## src/rtl/lcd_bus_writer.sv

```systemverilog
// rtl/lcd_bus_writer.sv - byte-level write cycle generator for an HD44780-class character LCD
//
// Ports:
//   clk_1ms    : clock, all logic on the rising edge
//   reset_n    : asynchronous active-low reset
//   lcd_enable : transfer request, a high-to-low transition starts a transfer
//   lcd_cnt    : number of bytes minus one, latched at start
//   mode       : 1 = init (INIT_WAIT settle), 0 = refresh (REF_WAIT settle), latched at start
//   reg_sel    : RS value for the whole transfer, latched at start
//   db_in      : byte returned by the external mux for byte_idx
//   byte_idx   : index of the byte currently requested from the mux
//   lcd_e      : LCD enable strobe
//   lcd_rs     : LCD register select
//   lcd_rw     : LCD read/write, tied to write
//   lcd_db     : LCD data bus
//   lcd_finish : one-cycle pulse when the last byte's settle time has elapsed
//   busy       : high from transfer start until the cycle after lcd_finish
module lcd_bus_writer #(
    parameter int INIT_WAIT = 5,
    parameter int REF_WAIT  = 1
) (
    input  logic       clk_1ms,
    input  logic       reset_n,
    input  logic       lcd_enable,
    input  logic [1:0] lcd_cnt,
    input  logic       mode,
    input  logic       reg_sel,
    input  logic [7:0] db_in,
    output logic [1:0] byte_idx,
    output logic       lcd_e,
    output logic       lcd_rs,
    output logic       lcd_rw,
    output logic [7:0] lcd_db,
    output logic       lcd_finish,
    output logic       busy
);

    // Counter reload values: the WAIT state lasts W cycles including the one where it hits zero.
    localparam logic [3:0] INIT_LOAD = 4'(INIT_WAIT - 1);
    localparam logic [3:0] REF_LOAD  = 4'(REF_WAIT - 1);

    typedef enum logic [2:0] {
        S_IDLE,
        S_ADDR,
        S_SETUP,
        S_PULSE,
        S_HOLD,
        S_WAIT,
        S_DONE
    } state_t;

    state_t     state;
    logic       en_q;
    logic [1:0] cnt_q;
    logic       mode_q;
    logic       rs_q;
    logic [3:0] wait_cnt;

    assign lcd_rw = 1'b0;

    always_ff @(posedge clk_1ms or negedge reset_n) begin
        if (!reset_n) begin
            state      <= S_IDLE;
            en_q       <= 1'b1;   // a request held low through reset starts on release
            cnt_q      <= 2'd0;
            mode_q     <= 1'b0;
            rs_q       <= 1'b0;
            wait_cnt   <= 4'd0;
            byte_idx   <= 2'd0;
            lcd_e      <= 1'b0;
            lcd_rs     <= 1'b0;
            lcd_db     <= 8'h00;
            lcd_finish <= 1'b0;
            busy       <= 1'b0;
        end else begin
            // en_q tracks the request every cycle, so a falling edge seen while
            // busy is consumed and cannot start a transfer later.
            en_q       <= lcd_enable;
            lcd_finish <= 1'b0;
            case (state)
                S_IDLE: begin
                    if (!lcd_enable && en_q) begin
                        state    <= S_ADDR;
                        byte_idx <= 2'd0;
                        busy     <= 1'b1;
                        cnt_q    <= lcd_cnt;
                        mode_q   <= mode;
                        rs_q     <= reg_sel;
                    end
                end
                S_ADDR: begin
                    lcd_db <= db_in;
                    lcd_rs <= rs_q;
                    state  <= S_SETUP;
                end
                S_SETUP: begin
                    lcd_e <= 1'b1;
                    state <= S_PULSE;
                end
                S_PULSE: begin
                    lcd_e <= 1'b0;
                    state <= S_HOLD;
                end
                S_HOLD: begin
                    wait_cnt <= mode_q ? INIT_LOAD : REF_LOAD;
                    state    <= S_WAIT;
                end
                S_WAIT: begin
                    if (wait_cnt == 4'd0) begin
                        if (byte_idx == cnt_q) begin
                            lcd_finish <= 1'b1;
                            state      <= S_DONE;
                        end else begin
                            byte_idx <= byte_idx + 2'd1;
                            state    <= S_ADDR;
                        end
                    end else begin
                        wait_cnt <= wait_cnt - 4'd1;
                    end
                end
                S_DONE: begin
                    busy  <= 1'b0;
                    state <= S_IDLE;
                end
                default: begin
                    state <= S_IDLE;
                end
            endcase
        end
    end

endmodule

```

## config.mk

```make
export PLATFORM = sky130hd
export DESIGN_NAME = lcd_bus_writer
export DESIGN_NICKNAME = d
export VERILOG_FILES = /design/src/rtl/lcd_bus_writer.sv
export SDC_FILE = /design/constraint.sdc
export NUM_CORES = 1
export LEC_CHECK = 0
export BUFFER_PORTS_ARGS = -buffer_cell sky130_fd_sc_hd__buf_4
export CORE_MARGIN = 1
export CORE_UTILIZATION = 53
export DETAILED_ROUTE_END_ITERATION = 8
export HOLD_SLACK_MARGIN = 0.06
export PLACE_DENSITY = 0.79
export SYNTH_ARGS = -nofsm -noshare
export SYNTH_HDL_FRONTEND = slang
export SYNTH_SLANG_ARGS = --single-unit
```

## constraint.sdc

```tcl
create_clock -name clk_1ms -period 2.35 [get_ports clk_1ms]
set_input_delay 0.1175 -clock clk_1ms [delete_from_list [all_inputs] [get_ports clk_1ms]]
set_output_delay 0.1175 -clock clk_1ms [all_outputs]
set_load 0.005 [all_outputs]
```

==> results of run 1 <==
critical path: cells and delay by family (launching register included):
| family | cells | cell delay (ns) |
|---|---|---|
| AND/OR/NAND/NOR | 1 | 0.46 |
| AO/OA/AOI/OAI | 2 | 0.46 |
| flip-flops | 1 | 0.42 |
| adder cells (fa/ha/maj) | 1 | 0.20 |
| buffers and inverters | 1 | 0.08 |
layer usage:
layer / vias up / routed length [µm] / global-route usage, %
met4: 0 / 47 / 8.57
met1: 427 / 1040 / 26.3
met2: 35 / 1080 / 34.4
li1: 439 / - / -
met3: 8 / 109 / 4.32
met5: - / 0 / 0
logic make-up (layout without fill, tap and decap cells):
group / count (synthesis) / count (layout) / synth area share, %
xor+xnor: 3 / 3 / 2.15
buf+inv: 11 / 52 / 4.60
flops: 26 / 26 / 53.3
mux: 15 / 15 / 13.6
compound gates: 21 / 21 / 12.3
other cells: 1 / 1 / 0.306
fa+ha+maj: 1 / 1 / 1.02
simple gates: 23 / 23 / 12.8
per-stage QoR:
| step | hold WS (ns) | power (µW) | instance area [µm²] | instances | setup WS (ns) |
|---|---|---|---|---|---|
| 2_1_floorplan | -0.178 | 1420 | 1220 | 101 | 0.806 |
| 3_3_place_gp | 0.0372 | 1670 | 1440 | 152 | 0.713 |
| 3_5_place_dp | 0.0471 | 1700 | 1440 | 152 | 0.690 |
| 4_1_cts | 0.224 | 1950 | 1610 | 170 | 0.658 |
| 5_1_grt | 0.243 | 2070 | 1610 | 170 | 0.602 |
| 6_report | 0.217 | 1930 | 1610 | 170 | 0.682 |
state kept, by name, indices dropped and copies added, names as in the netlist:
signal,flops
busy,1
en_q,1
mode_q,1
lcd_rs,1
state,3
lcd_db,8
cnt_q,2
rs_q,1
wait_cnt,4
lcd_e,1
byte_idx,2
lcd_finish,1
synth_stat cells, types with 2 or more instances:
cell type  number  area share [%]
dfrtp_1        25              51
mux2_2         13              12
inv_1           6             1.8
a21oi_1         4             1.6
nand2b_1        4             2.0
o21ai_0         4             1.6
buf_2           3             1.2
nand2_1         3            0.92
nor3_1          3             1.2
xnor2_1         3             2.1
a31oi_1         2             1.0
mux2i_1         2             1.6
nor2_1          2            0.61
nor2b_1         2             1.0
nor3b_1         2             1.2
o22ai_1         2             1.0
what timing repair did:
action                    CTS  global route
hold endpoints to repair   39             0
hold buffers               14             0
setup buffers               0             0
area by class of cell:
| type | count | share of cell area (%) |
|---|---|---|
| tap | 28 | 2.17 |
| sequential | 26 | 40.5 |
| clock buffer | 4 | 2.25 |
| timing repair buffer | 42 | 21.7 |
| inverter | 6 | 1.40 |
| multi-input combinational | 64 | 32.0 |
final timing paths:
kind | slack (ns) | start | cells past startpoint | end
worst max-delay path | 0.68 | wait_cnt[1] | 5 | byte_idx[1]
worst min-delay path | 0.22 | reset_n | 2 | wait_cnt[1]
worst max register to register | 0.68 | wait_cnt[1] | 5 | byte_idx[1]
worst min register to register | 0.52 | wait_cnt[0] | 1 | wait_cnt[0]
max in group asynchronous | 1.84 | reset_n | 2 | en_q
min in group clk_1ms | 0.45 | lcd_enable | 2 | en_q
power by group:
group | switching, µW | internal [µW]
combinational | 353 | 501
sequential | 205 | 647
clock | 127 | 94.7
total | 684 | 1240
layout by cell type (no fill, tap or decap), drive strengths merged, types with 4 or more instances in the layout:
cell,instances
dlygate4sd3,14
buf,28
clkbuf,4
mux2,13
nand2b,4
o21ai,4
dfrtp,25
a21oi,4
nor3,4
inv,6
==> results_dict.tcl, run 1 <==
set metrics [dict create \
    drtAntennaViolNets 0 \
    drive_gt1_share_pct 34.5 \
    fmaxAchievable_mhz 599 \
    ios 30 \
    hold_viol_final 0 \
    final_max_slew_viol_count 0 \
    syn_inst 101 \
    start_util_pct 55.9 \
    power.density_nw_per_um2 1200 \
    crit_required_ns 2.62 \
    nNetsFinal 159 \
    fin_crit_sh_pct 71.0 \
    cts_root_buffer "clkbuf_4" \
    vias 909 \
    grt_pass1_wl_mm 3.85 \
    routed_wl_mm 2.29 \
    die_area_um2 2510 \
    viasPerCell 5.35 \
    die_w_um 50.1 \
    clk_latency_ns 0.32 \
    synthFlopType "dfrtp_1" \
    port_buffers 28 \
    async_reset_ff_share_pct 100 \
    finalCriticalPeriod_ns 1.67 \
    dp_hpwl_mm 1.61 \
    tns_ns 0 \
    crit_path_end_kind "flip-flop" \
    path_cells "inv_1 > ha_1 > or3b_1 > o32ai_2 > a22o_1" \
    core_um2 2190 \
    cts_tree "done" \
    clk_path_buf_depth 2 \
    cts_resized 0 \
    syn_avg_cell_area_um2 12.1 \
    cts_inserted_buffers 3 \
    seq_area_um2 652 \
    multi_input_area_um2 515 \
    ys_warn_count 0 \
    rows 17 \
    num_antenna_cells 0 \
    vdd_drop_max_v 0.000811 \
    synth_cell_type_count 37 \
    ys_seq_area_share_pct 53.3 \
    areaGrowthSynthToFinish_pct 31.7 \
    finish.utilization_pct 73.6 \
    grt-ovfl-total 0 \
    path_max_fanout 5 \
    track_usage_pct 20.8 \
    hold_path.class "in -> async" \
    slowest_stage "or3b_1" \
    grt_pass1_vias 906 \
    clk_pin_slew_ns 0.13 \
    wire_per_inst_um 13.4 \
    path_class "reg -> reg" \
    nFillCells 147 \
    ys_seq_elements 26 \
    gp_congestion 0.837 \
    drtIter0Drc 15 \
    power_leakage_uw 0.000731 \
    setup_viol 0 \
    arrival_ns 1.94 \
    status "finished, final reports clean" \
    grt_max_degree 27 \
    clock-sinks 26 \
    rsz0062_at_grt "no" \
    die_h_um 50.1 \
    antenna_found_initial 0 \
    cpPeakStageDelay_ns 0.46 \
    finClkSkew_ns 0.00573 \
    synth_edf_count 0 \
    htree_levels 1 \
    max_cap_violations 0 \
    start_kind "flip-flop" \
    syn-num-nets 117 \
    drcViolationCount 0 \
    syn_area_um2 1220 \
    dr.pass1.iters 4 \
]
(Power assumes the default switching activity.)
==> run 2, diff against run 1 <==
--- a/config.mk
+++ b/config.mk
@@ -5,12 +5,13 @@
 export SDC_FILE = /design/constraint.sdc
 export NUM_CORES = 1
 export LEC_CHECK = 0
+export ABC_AREA = 1
 export BUFFER_PORTS_ARGS = -buffer_cell sky130_fd_sc_hd__buf_4
 export CORE_MARGIN = 1
-export CORE_UTILIZATION = 53
+export CORE_UTILIZATION = 46
 export DETAILED_ROUTE_END_ITERATION = 8
 export HOLD_SLACK_MARGIN = 0.06
-export PLACE_DENSITY = 0.79
+export PLACE_DENSITY = 0.73
 export SYNTH_ARGS = -nofsm -noshare
 export SYNTH_HDL_FRONTEND = slang
 export SYNTH_SLANG_ARGS = --single-unit
==> constraint.sdc (replaced) <==
create_clock -name clk_1ms -period 1.5 [get_ports clk_1ms]
set_input_delay 0.075 -clock clk_1ms [delete_from_list [all_inputs] [get_ports clk_1ms]]
set_output_delay 0.075 -clock clk_1ms [all_outputs]
set_load 0.005 [all_outputs]
==> run 2 against run 1 <==
Worst setup slack got worse by 0.56 ns. Sequential power is 41% higher. Hold slack lost 0.043 ns. First-iteration DRC count down 20%. Sequential cell count is the same. Clock power grew 35%. Global-route usage down 1.3 points. Critical path type unchanged.
==> results_dict.tcl, run 2 <==
set metrics [dict create \
    use_met2_pct 33.8 \
    synth_top_area_share_pct 51.9 \
    synth_cell_type_count 27 \
    core_um2 2480 \
    arrival_ns 1.60 \
    mostFrequentLayoutCell "buf_4" \
    finalInstanceArea_um2 1620 \
    viasPerCell 4.90 \
    grt_pass1_vias 933 \
    track_usage_pct 19.6 \
    largest_register "lcd_db" \
    reg2reg_to "byte_idx[0]" \
    drtIter0Drc 12 \
    syn-num-nets 142 \
    async_reset_ff_share_pct 100 \
    fin_crit_sh_pct 92.1 \
    ys_seq_area_share_pct 54.0 \
    clock-sinks 26 \
    dr.pass1.iters 4 \
    busiest_layer "met2" \
    vdd_drop_max_v 0.00117 \
    ys_seq_elements 26 \
    largest_registers "lcd_db (8), wait_cnt (4), state (3)" \
    rows 18 \
    rr_worst_depth 7 \
    synthTopCellsByCount "dfrtp_1 (25), nand2_1 (24), inv_1 (15)" \
    num_antenna_cells 0 \
    placed_cells 182 \
    largest_reg_flops 8 \
    final_max_slew_viol_count 0 \
    setup_viol 0 \
    clk_latency_ns 0.32 \
    areaGrowthSynthToFinish_pct 34.4 \
    place_area_um2 1440 \
    htree_levels 1 \
    synth.largest_area_cell "dfrtp_1" \
    hold_viol_final 0 \
    syn_area_um2 1210 \
    die_h_um 53.2 \
    use_met3_pct 4.60 \
    total_power_uw 2860 \
    nNetsFinal 189 \
    start_kind "flip-flop" \
    yosysMostFrequentCell "dfrtp_1" \
    vias 990 \
    cts_inserted_buffers 3 \
    crit_required_ns 1.72 \
    drive_gt1_share_pct 31.4 \
    crit_path_end_kind "flip-flop" \
    grt-ovfl-total 0 \
    start_util_pct 48.7 \
    die_area_um2 2830 \
    cts_tree "done" \
    finalCriticalPeriod_ns 1.38 \
    clk_pin_slew_ns 0.13 \
    finClkSkew_ns 0.00161 \
    final_cells 202 \
    drcViolationCount 0 \
    nFillCells 225 \
    port_buffers 28 \
    synth_top_cells_by_area "dfrtp_1 (52%), mux2_2 (7.5%), nand2_1 (7.5%)" \
    dp_hpwl_mm 1.68 \
    synthFlopType "dfrtp_1" \
    crit_end "byte_idx[0]" \
    tns_ns 0 \
    cts_root_buffer "clkbuf_4" \
    final_cell_mix "buf_4 (30), dfrtp_1 (25), nand2_1 (24), inv_1 (15), dlygate4sd3_1 (14)" \
    power.density_nw_per_um2 1760 \
    clk_path_buf_depth 2 \
    ys_warn_count 0 \
    worst_slack_ns 0.119 \
    syn_avg_cell_area_um2 9.57 \
    ios 30 \
    drtAntennaViolNets 0 \
    synth_edf_count 0 \
    path_class "reg -> reg" \
    regToRegSetupSlack_ns 0.12 \
    die_w_um 53.2 \
    grt_max_degree 27 \
    grt_pass1_wl_mm 3.91 \
    status "finished, final reports clean" \
    power_leakage_uw 0.000813 \
    post-place-ws_ns 0.0947 \
    hold_path.class "in -> async" \
    path_max_fanout 8 \
    max_cap_violations 0 \
    r2r-start "wait_cnt[0]" \
    routed_wl_mm 2.35 \
    antenna_found_initial 0 \
    gp_congestion 0.829 \
    syn_inst 126 \
    use_met1_pct 22.9 \
    crit_start "wait_cnt[0]" \
    wire_per_inst_um 11.6 \
    fmaxAchievable_mhz 724 \
]
## run 2: cell count changes in the layout (fill, tap and decap cells not counted), moves of 3 or more
cell | previous run | this run
nand3_1 | 0 | 6
nor3_1 | 3 | 0
mux2_2 | 13 | 8
nor2_1 | 2 | 13
o21ai_0 | 4 | 7
nand3_2 | 0 | 3
nand2_1 | 3 | 24
nand2b_1 | 4 | 0
inv_1 | 6 | 15
## run 2: per-stage QoR
stage          hold WS (ns)  util [%]
6_report              0.174      65.5
5_1_grt               0.208      65.5
2_1_floorplan        -0.221         -
3_3_place_gp      -0.000452      57.9
3_5_place_dp      0.0000456      57.9
4_1_cts               0.179      64.6
## run 2: worst min path at each step
stage,startpoint,end
after floorplan,reset_n,busy
after global placement,reset_n,wait_cnt[3]
after detailed placement,reset_n,wait_cnt[0]
after CTS,reset_n,wait_cnt[0]
after global routing,reset_n,wait_cnt[1]
final,reset_n,wait_cnt[1]
## run 2: worst max-delay path, cell delays in order (launching register included)
cell and delay [ns]:
dfrtp_1 0.43, inv_1 0.09, ha_1 0.20, nand3_2 0.12
nand2_4 0.12, nand3_2 0.10, o21bai_1 0.15, nand2_1 0.06
## run 2: kinds of logic after synthesis
group	synth area share (%)
adder cells (fa/ha/maj)	1.04
XOR/XNOR	0.726
flip-flops	54.0
AND/OR/NAND/NOR	21.1
buffers and inverters	6.53
AO/OA/AOI/OAI	8.82
other	0.311
multiplexers	7.47
## run 2: final cells by class
cell class,instances,area [µm²],area share (%)
sequential,26,652,40.2
inverter,16,60.1,3.70
multi-input combinational,82,480,29.6
tap,30,37.5,2.31
timing repair buffer,44,365,22.5
clock buffer,4,26.3,1.62
## run 2: where the power goes
part / internal, µW / total (µW) / switching (µW)
Combinational: 672 / 1350 / 681
Sequential: 1000 / 1200 / 198
Clock: 104 / 299 / 195
Total: 1780 / 2860 / 1080
## run 2: what timing repair did
action	CTS	global route
gates resized for setup	0	1
hold buffers	14	0
endpoints found under the setup margin	0	3
buffers inserted	0	2
endpoints found under the hold margin	39	0
## run 2: routing by layer
layer  vias to the layer above  part of all wire, %
met4                         0                  1.8
met3                         5                  4.8
met2                        27                   49
met1                       464                   44
met5                         -                    0
li1                        494                    -
